<file path="config.mk">
export PLATFORM = sky130hd
export DESIGN_NAME = wallace_mul_scheduler
export DESIGN_NICKNAME = d
export VERILOG_FILES = /design/src/rtl/wallace_mul_sched_pkg.sv /design/src/rtl/rr_arbiter.sv /design/src/rtl/wallaceTreeMultiplier8Bit.sv /design/src/rtl/wallace_mul_scheduler.sv
export SDC_FILE = /design/constraint.sdc
export NUM_CORES = 1
export LEC_CHECK = 0
export BUFFER_PORTS_ARGS = -buffer_cell sky130_fd_sc_hd__buf_2
export CAP_MARGIN = 25
export CORE_MARGIN = 1
export CORE_UTILIZATION = 40
export DETAILED_ROUTE_END_ITERATION = 6
export PLACE_DENSITY_LB_ADDON = 0.25
export SLEW_MARGIN = 25
export SYNTH_ARGS = -nofsm -noshare
export SYNTH_HDL_FRONTEND = slang
export SYNTH_HIERARCHICAL = 1
export SYNTH_SLANG_ARGS = --single-unit
</file>
<file path="constraint.sdc">
create_clock -name clk -period 5.62 [get_ports clk]
set_clock_uncertainty 0.15 [all_clocks]
set_input_delay 0.281 -clock clk [delete_from_list [all_inputs] [get_ports clk]]
set_output_delay 0.281 -clock clk [all_outputs]
set_load 0.02 [all_outputs]
</file>
<file path="src/rtl/wallace_mul_sched_pkg.sv">
// Shared constants, operand payload and round-robin pick helper for the
// shared Wallace multiplier scheduler.
package wallace_mul_sched_pkg;

    localparam int unsigned MUL_W   = 8;
    localparam int unsigned PROD_W  = 16;
    localparam int unsigned MAX_REQ = 16;
    localparam int unsigned PTR_W   = 4;

    typedef struct packed {
        logic [MUL_W-1:0] a;
        logic [MUL_W-1:0] b;
    } mul_ops_t;

    // One-hot grant of the first valid bit at or after ptr, wrapping at nreq.
    function automatic logic [MAX_REQ-1:0] rr_pick(
        input logic [MAX_REQ-1:0] valid,
        input logic [PTR_W-1:0]   ptr,
        input int unsigned        nreq
    );
        logic [MAX_REQ-1:0] grant;
        logic               found;
        logic [PTR_W-1:0]   idx;
        grant = '0;
        found = 1'b0;
        for (int unsigned k = 0; k < MAX_REQ; k++) begin
            idx = PTR_W'((32'(ptr) + k) % nreq);
            if (!found && (k < nreq) && valid[idx]) begin
                grant[idx] = 1'b1;
                found      = 1'b1;
            end
        end
        return grant;
    endfunction

endpackage

</file>
<file path="src/rtl/rr_arbiter.sv">
// Round-robin arbiter: pointer register plus combinational one-hot grant.
module rr_arbiter
    import wallace_mul_sched_pkg::*;
#(
    parameter int unsigned NREQ = 4,
    parameter int unsigned IDW  = (NREQ > 1) ? $clog2(NREQ) : 1
) (
    input  logic            clk,
    input  logic            rst,
    input  logic [NREQ-1:0] req_valid,
    input  logic            advance,
    output logic [NREQ-1:0] grant_c,
    output logic [IDW-1:0]  grant_id_c
);

    logic [IDW-1:0] rr_ptr;

    // A single requester is always the granted one; handshake still needs valid.
    assign grant_c = (NREQ == 1) ? '1
                   : NREQ'(rr_pick(MAX_REQ'(req_valid), PTR_W'(rr_ptr), NREQ));

    always_comb begin
        grant_id_c = '0;
        for (int i = 0; i < int'(NREQ); i++) begin
            if (grant_c[i]) grant_id_c = IDW'(i);
        end
    end

    always_ff @(posedge clk) begin
        if (rst) begin
            rr_ptr <= '0;
        end else if (advance) begin
            rr_ptr <= (grant_id_c == IDW'(NREQ - 1)) ? '0 : grant_id_c + IDW'(1);
        end
    end

endmodule

</file>
<file path="src/rtl/wallaceTreeMultiplier8Bit.sv">
// Unsigned 8x8 multiplier: partial products reduced by a Wallace tree of
// carry-save layers (8 -> 6 -> 4 -> 3 -> 2 rows), then one final adder.
module wallaceTreeMultiplier8Bit
    import wallace_mul_sched_pkg::*;
(
    input  logic [MUL_W-1:0]  a,
    input  logic [MUL_W-1:0]  b,
    output logic [PROD_W-1:0] product
);

    logic [PROD_W-1:0] pp [MUL_W];
    logic [2*PROD_W-1:0] l0, l1, l2, l3, l4, l5;

    // Carry-save adder on whole rows: {carry << 1, sum}; bits above 16 drop out.
    function automatic logic [2*PROD_W-1:0] csa(
        input logic [PROD_W-1:0] x,
        input logic [PROD_W-1:0] y,
        input logic [PROD_W-1:0] z
    );
        logic [PROD_W-1:0] maj;
        maj = (x & y) | (x & z) | (y & z);
        return {maj[PROD_W-2:0], 1'b0, x ^ y ^ z};
    endfunction

    always_comb begin
        for (int i = 0; i < int'(MUL_W); i++) begin
            pp[i] = b[i] ? (PROD_W'(a) << i) : '0;
        end
    end

    assign l0 = csa(pp[0], pp[1], pp[2]);
    assign l1 = csa(pp[3], pp[4], pp[5]);
    assign l2 = csa(l0[PROD_W-1:0], l0[2*PROD_W-1:PROD_W], l1[PROD_W-1:0]);
    assign l3 = csa(l1[2*PROD_W-1:PROD_W], pp[6], pp[7]);
    assign l4 = csa(l2[PROD_W-1:0], l2[2*PROD_W-1:PROD_W], l3[PROD_W-1:0]);
    assign l5 = csa(l4[PROD_W-1:0], l4[2*PROD_W-1:PROD_W], l3[2*PROD_W-1:PROD_W]);

    assign product = l5[PROD_W-1:0] + l5[2*PROD_W-1:PROD_W];

endmodule

</file>
<file path="src/rtl/wallace_mul_scheduler.sv">
// Shares one Wallace multiplier among NREQ requesters: round-robin grant,
// operand register (S1), multiplier, result register (S2), tagged response.
module wallace_mul_scheduler
    import wallace_mul_sched_pkg::*;
#(
    parameter int unsigned NREQ = 4,
    parameter int unsigned IDW  = (NREQ > 1) ? $clog2(NREQ) : 1
) (
    input  logic                  clk,
    input  logic                  rst,
    input  logic [NREQ-1:0]       req_valid,
    output logic [NREQ-1:0]       req_ready,
    input  logic [NREQ*MUL_W-1:0] req_a,
    input  logic [NREQ*MUL_W-1:0] req_b,
    output logic                  rsp_valid,
    input  logic                  rsp_ready,
    output logic [IDW-1:0]        rsp_id,
    output logic [PROD_W-1:0]     rsp_product,
    output logic [15:0]           ops_done
);

    logic              op_valid;
    mul_ops_t          op;
    logic [IDW-1:0]    op_id;
    mul_ops_t          sel_op;
    logic              s1_en;
    logic              s2_en;
    logic              hs;
    logic [NREQ-1:0]   grant_c;
    logic [IDW-1:0]    grant_id_c;
    logic [PROD_W-1:0] mul_product;

    assign s2_en     = !rsp_valid || rsp_ready;
    assign s1_en     = !op_valid || s2_en;
    assign req_ready = grant_c & {NREQ{s1_en && !rst}};
    assign hs        = |(req_valid & req_ready);

    rr_arbiter #(
        .NREQ (NREQ),
        .IDW  (IDW)
    ) u_arb (
        .clk        (clk),
        .rst        (rst),
        .req_valid  (req_valid),
        .advance    (hs),
        .grant_c    (grant_c),
        .grant_id_c (grant_id_c)
    );

    // Operand mux driven by the one-hot grant.
    always_comb begin
        sel_op = '0;
        for (int i = 0; i < int'(NREQ); i++) begin
            if (grant_c[i]) begin
                sel_op.a = req_a[i*MUL_W +: MUL_W];
                sel_op.b = req_b[i*MUL_W +: MUL_W];
            end
        end
    end

    always_ff @(posedge clk) begin
        if (rst) begin
            op_valid <= 1'b0;
            op       <= '0;
            op_id    <= '0;
        end else if (s1_en) begin
            op_valid <= hs;
            if (hs) begin
                op    <= sel_op;
                op_id <= grant_id_c;
            end
        end
    end

    wallaceTreeMultiplier8Bit u_mul (
        .a       (op.a),
        .b       (op.b),
        .product (mul_product)
    );

    always_ff @(posedge clk) begin
        if (rst) begin
            rsp_valid   <= 1'b0;
            rsp_product <= '0;
            rsp_id      <= '0;
        end else if (s2_en) begin
            rsp_valid   <= op_valid;
            rsp_product <= mul_product;
            rsp_id      <= op_id;
        end
    end

    always_ff @(posedge clk) begin
        if (rst) begin
            ops_done <= '0;
        end else if (rsp_valid && rsp_ready) begin
            ops_done <= ops_done + 16'd1;
        end
    end

endmodule

</file>
Word level (Yosys, flattened, before mapping) --
Index checks and enable logic that the tools add are counted.
Storage, ports and cells: bits of input ports 71, output and inout port bits 39, bits in registers 56, logic and storage cells 129
Operators by class: bitwise logic cells 47, multiplexer cells 39, add/sub/neg operators 6, order comparisons 8, reduce and logical (&&, ||, !) cells 19, equal/unequal tests 1
Operators with widths (number):
- bitwise AND 15 bit | 18
- bitwise OR 15 bit | 12
- bitwise XOR 16 bit | 8
- two-way mux 16 bit | 4
- less-than comparator 2 x 5 -> 1 bit, second input constant | 4
- adder 16 x 1 -> 16 bit, second input constant | 1
- adder 16 bit | 1
- two-way mux 4 bit | 4
- bitwise XOR 16 x 10 -> 16 bit | 1
- bitwise XOR 16 x 13 -> 16 bit | 1
- bitwise XOR 16 x 14 -> 16 bit | 1
- bitwise XOR 16 x 15 -> 16 bit | 1
- two-way mux 15 bit | 1
- two-way mux 14 bit | 1
- two-way mux 13 bit | 1
- two-way mux 1 bit | 12
- two-way mux 12 bit | 1
- bitwise OR 4 bit | 3
- two-way mux 11 bit | 1
- two-way mux 10 bit | 1
- logical AND 1 bit | 9
- two-way mux 9 bit | 1
- bitwise AND 4 bit | 2
- binary-select mux 1 bit (select 2 bit) | 4
- 11 further kinds | 27

Depth between registers and ports, before layout --
depth in word-level cells 17, depth in mapped cells 17, mapped depth without buffers 17

Cells and area by module --
The synthesis kept the hierarchy.
By module, submodules not included:
- wallace_mul_scheduler | sequential area each 1081.0 um^2, area each 2412.3 um^2, times used 1, cells each 303
- wallaceTreeMultiplier8Bit | sequential area each 0.0 um^2, area each 1850.5 um^2, times used 1, cells each 203
- rr_arbiter | sequential area each 40.0 um^2, area each 469.2 um^2, times used 1, cells each 46

Least setup slack after synthesis --
OpenSTA, ideal clock, no wires.
kind flip-flop to flip-flop, start reg op[14] (netlist name), end reg rsp_product[14], path buffers 0, data arrival time 3.947 ns, cell stages (with the launch flop) 16, period minus slack after synthesis 4.167 ns, required time 5.400 ns, setup time 0.070 ns, setup slack 1.453 ns, path through dfxtp_1 -> and2_1 -> fa_1 -> inv_1 -> fa_1 -> fa_1 -> inv_1 -> fa_1 -> ha_1 -> and3_2 -> a211oi_2 -> nand2b_1 -> a31oi_1 -> xnor2_1 -> nand2_1 -> a21oi_1
Between the ends: cells in the longest elaborated chain, start to end 14, elaborated cells between the ends (all ways) 51, those cells by class add/sub (1); mux (8); bitwise (42)
Ends and longest elaborated chain:
- start, declared | RTL line wallace_mul_scheduler.sv:23 | mul_ops_t op;
- start signal, assigned | RTL line wallace_mul_scheduler.sv:69 | op <= sel_op;
- two-way mux 8 bit (tied with other cells) | RTL line wallaceTreeMultiplier8Bit.sv:27 | pp[i] = b[i] ? (PROD_W'(a) << i) : '0;
- bitwise AND 15 bit | RTL line wallaceTreeMultiplier8Bit.sv:21 | maj = (x & y) | (x & z) | (y & z);
- bitwise OR 15 bit (2 in a row) | RTL line wallaceTreeMultiplier8Bit.sv:21
- bitwise AND 15 bit | RTL line wallaceTreeMultiplier8Bit.sv:21
- bitwise OR 15 bit (2 in a row) | RTL line wallaceTreeMultiplier8Bit.sv:21
- bitwise AND 15 bit | RTL line wallaceTreeMultiplier8Bit.sv:21
- bitwise OR 15 bit (2 in a row) | RTL line wallaceTreeMultiplier8Bit.sv:21
- bitwise AND 15 bit | RTL line wallaceTreeMultiplier8Bit.sv:21
- bitwise OR 15 bit (2 in a row) | RTL line wallaceTreeMultiplier8Bit.sv:21
- adder 16 bit (*) | RTL line wallaceTreeMultiplier8Bit.sv:38 | assign product = l5[PROD_W-1:0] + l5[2*PROD_W-1:PROD_W];
- net mul_product[14] | RTL line wallace_mul_scheduler.sv:31 | logic [PROD_W-1:0] mul_product;
- end signal, assigned | RTL line wallace_mul_scheduler.sv:88 | rsp_product <= mul_product;
- end, declared | RTL line wallace_mul_scheduler.sv:18 | output logic [PROD_W-1:0] rsp_product,
The timed path passes the listed nets; every way through them passes the cells marked *. A chain may end at the register's enable or synchronous reset.

Final worst setup path --
start reg op[3] (netlist name), end reg rsp_product[14]
Between the ends: cells in the longest elaborated chain, start to end 13, elaborated cells between the ends (all ways) 33, those cells by class add/sub (1); mux (1); bitwise (31)
Ends and longest elaborated chain (RTL line):
- two-way mux 11 bit (*) | wallaceTreeMultiplier8Bit.sv:27
- bitwise XOR 16 bit / bitwise AND 15 bit (equally long branches) | wallaceTreeMultiplier8Bit.sv:22, wallaceTreeMultiplier8Bit.sv:21
- bitwise XOR 16 x 13 -> 16 bit / bitwise OR 15 bit (equally long branches) | wallaceTreeMultiplier8Bit.sv:22, wallaceTreeMultiplier8Bit.sv:21
- bitwise AND 15 bit / bitwise OR 15 bit (equally long branches) | wallaceTreeMultiplier8Bit.sv:21
- bitwise OR 15 bit / bitwise XOR 16 x 14 -> 16 bit (equally long branches) | wallaceTreeMultiplier8Bit.sv:21, wallaceTreeMultiplier8Bit.sv:22
- bitwise OR 15 bit / bitwise XOR 16 x 15 -> 16 bit (equally long branches) | wallaceTreeMultiplier8Bit.sv:21, wallaceTreeMultiplier8Bit.sv:22
- bitwise AND 15 bit | wallaceTreeMultiplier8Bit.sv:21
- bitwise OR 15 bit (2 in a row) | wallaceTreeMultiplier8Bit.sv:21
- bitwise AND 15 bit | wallaceTreeMultiplier8Bit.sv:21
- bitwise OR 15 bit (2 in a row) | wallaceTreeMultiplier8Bit.sv:21
- adder 16 bit (*) | wallaceTreeMultiplier8Bit.sv:38
- net mul_product[14] | wallace_mul_scheduler.sv:31
Marks and branches as above.

==> flow_summary.ini <==
[grt]
grt_max_degree = 62
grtUsageTotal_pct = 18.9
grtUsageMet1_pct = 25.0
antenna_found_initial = 0
use_met3_pct = 2.19
grt_pass1_wl_microns = 19400
grt_pass1_vias = 4174
met2_usage_pct = 32.0
grt_overflow = 0
grt-busiest-layer = met2

[logic_synthesis]
synth_area_sq_um = 4730
async_reset_ff_share_pct = 0
synth_enable_flop_cells = 0
yosys_warnings = 6
synth.ff_latch_count = 56
postSynthCellCount = 552
synth_flop_cell = dfxtp_1
synth_area_leaders = dfxtp_1 (24%), fa_1 (16%), ha_1 (9.3%)
synth_top_area_cell = dfxtp_1
synth_common_cells = nand2_1 (94), dfxtp_1 (56), a21oi_1 (46)
ys_seq_area_share_pct = 23.7
synth_area_per_cell_sq_um = 8.57
synth_nets = 697
ys_types = 58
yosys.area.top_type_share_pct = 23.7
yosysMostFrequentCell = nand2_1

[sta]
finalSetupTns_ps = 0
max_freq_mhz = 223
fin_crit_sh_pct = 79.6
rsz0062_at_grt = no
hold_violations = 0
worst_slew_pin_slew_ps = 966
setup_viol = 0
slew_headroom_pct = 35.5
slew_violations = 0
fin_crit_ps = 4480

[floorplan]
die_h_microns = 111
ios = 110
die_x_microns = 111
rows = 39
die_area_sq_um = 12300
core_sq_um = 11500
start_util_pct = 41.3

[cells_and_area]
final_nets = 796
multi_input_area_sq_um = 3360
drive_above_1_share_pct = 21.5
area_delta_synth_final_pct = 17.1
seq_area_sq_um = 1120
antennaDiodeCount = 0
fillers = 1112
final_area_sq_um = 5540

[pwr]
p_int_w = 0.000930
clkPwrFrac_pct = 18.9
switchingPower_w = 0.000671
p_per_area_nw_per_um2 = 289
p_comb_share_pct = 46.1
total_power_w = 0.00160
peakVddDrop_mv = 0.262
seqPwrFrac_pct = 35.0
p_leak_nw = 2.52
p_sw_share_pct = 41.9

[worst_setup_path]
critical_path_required_ps = 5690
slowest_stage = fa_1
cpLargestDelayFamily = adder cells
cp_max_fo = 9
cpMostUsedCell = fa_1
max_stage_delay_ps = 550
end_kind = register
cp-startpoint = op[3]
cp_num_buf_inv = 2
worstPathCellList = and2_1 > fa_1 > inv_1 > fa_1 > fa_1 > inv_1 > fa_1 > ha_1 > and3_2 > a211oi_2 > nand2b_1 > a31oi_1 > xnor2_1 > nand2_1 > a21oi_1
worstSetupStartpointType = register
cp.arrival_ps = 4550
timing.rr.start = op[3]
critPathKind = register to register

[detailed_routing]
drt-total-wl_microns = 11300
drc_errors = 0
detail_route.vias_per_cell = 5.29
drtPass1Iterations = 4
first_iter_violations = 189
vias = 4204
ant_nets = 0
wire_per_inst_microns = 14.2

[clock_tree]
post-cts-setup-buffer-count = 0
tritoncts = built
clock_latency_ps = 290
htreeDepth = 2
cts.sinks = 56
cts_resized = 0
hold_buffers = 0
numCtsBuffers = 5
clockBufferDepth = 2
clkTransAtPathRegs_ps = 70
ctsRootBufferMaster = clkbuf_16

[placed_design]
place.gp.congestion = 0.831
io_buffers = 109
hpwl_microns = 8940
place_area_sq_um = 5390

[run_status]
status = complete, no violations

[hold_path]
min_from = rsp_ready
hp-class = primary input to register

[flow_run]
drv_cap = 0
[power groups by stage]
stage	registers, W	logic [W]	clock network [W]
floorplan	0.000538	0.000566	0
global placement	0.000565	0.000709	0
detailed placement	0.000568	0.000725	0
CTS	0.000558	0.000727	0.000314
global route	0.000572	0.000819	0.000329
finish	0.000560	0.000738	0.000302
[kinds of logic (layout without fill, tap and decap cells)]
kind of cell / after synthesis / in the layout / synth area share, %
flops: 56 / 56 / 23.7
mux: 7 / 7 / 2.59
buf+inv: 64 / 163 / 5.21
simple gates: 228 / 228 / 24.7
fa+ha+maj: 74 / 74 / 25.8
compound gates: 104 / 104 / 14.5
xor+xnor: 19 / 19 / 3.52
[cell usage in the layout, fill, tap and decap left out, types with 19 or more instances in the layout]
cell / Yosys / layout
nand2_1: 94 / 94
nor2_1: 19 / 19
fa_1: 39 / 39
inv_1: 42 / 42
a21oi_1: 46 / 46
or3_1: 19 / 19
buf_2: 5 / 109
dfxtp_1: 56 / 56
ha_1: 35 / 35
and2_1: 43 / 43
[layout make-up]
class	count	share of cell area [%]
tap	143	3.23
clock buffer	6	2.33
sequential	56	20.2
clock inverter	1	0.158
timing repair buffer	112	10.3
multi-input combinational	432	60.7
inverter	44	2.98
[final timing paths]
path | depth (start not counted) | slack [ps] | endpoint
setup / recovery | 15 | 1140 | rsp_product[14]
hold / removal | 3 | 170 | ops_done[1]
setup reg to reg | 15 | 1140 | rsp_product[14]
hold reg to reg | 2 | 300 | rsp_product[9]
[metal layers]
| layer | share of wire, % | vias to the layer above |
|---|---|---|
| met2 | 46 | 137 |
| met4 | 2.0 | 0 |
| met3 | 4.2 | 19 |
| li1 | - | 2095 |
| met1 | 48 | 1953 |
| met5 | 0 | - |
[flip-flops by register name (all words and copies together), names as in the netlist]
register,flops
op,16
rsp_id,2
rsp_product,16
op_id,2
u_arb/rr_ptr,2
ops_done,16
op_valid,1
rsp_valid,1
[worst reg2reg max path, stage by stage (launching register included)]
cell and delay, ps:
dfxtp_1 420, and2_1 230, fa_1 540, inv_1 50, fa_1 460, fa_1 550
inv_1 60, fa_1 470, ha_1 350, and3_2 230, a211oi_2 230, nand2b_1 120
a31oi_1 210, xnor2_1 130, nand2_1 60, a21oi_1 160
[metrics by stage]
stage	util, %	worst slack [ps]	instances	hold WS [ps]
4_1_cts	48.2	1130	793	169
2_1_floorplan	-	1450	552	203
3_5_place_dp	47.0	1150	786	294
3_3_place_gp	47.0	1200	786	290
6_report	48.3	1140	794	169
5_1_grt	48.3	916	794	189
Note: power is estimated with default switching activity, not from simulation.
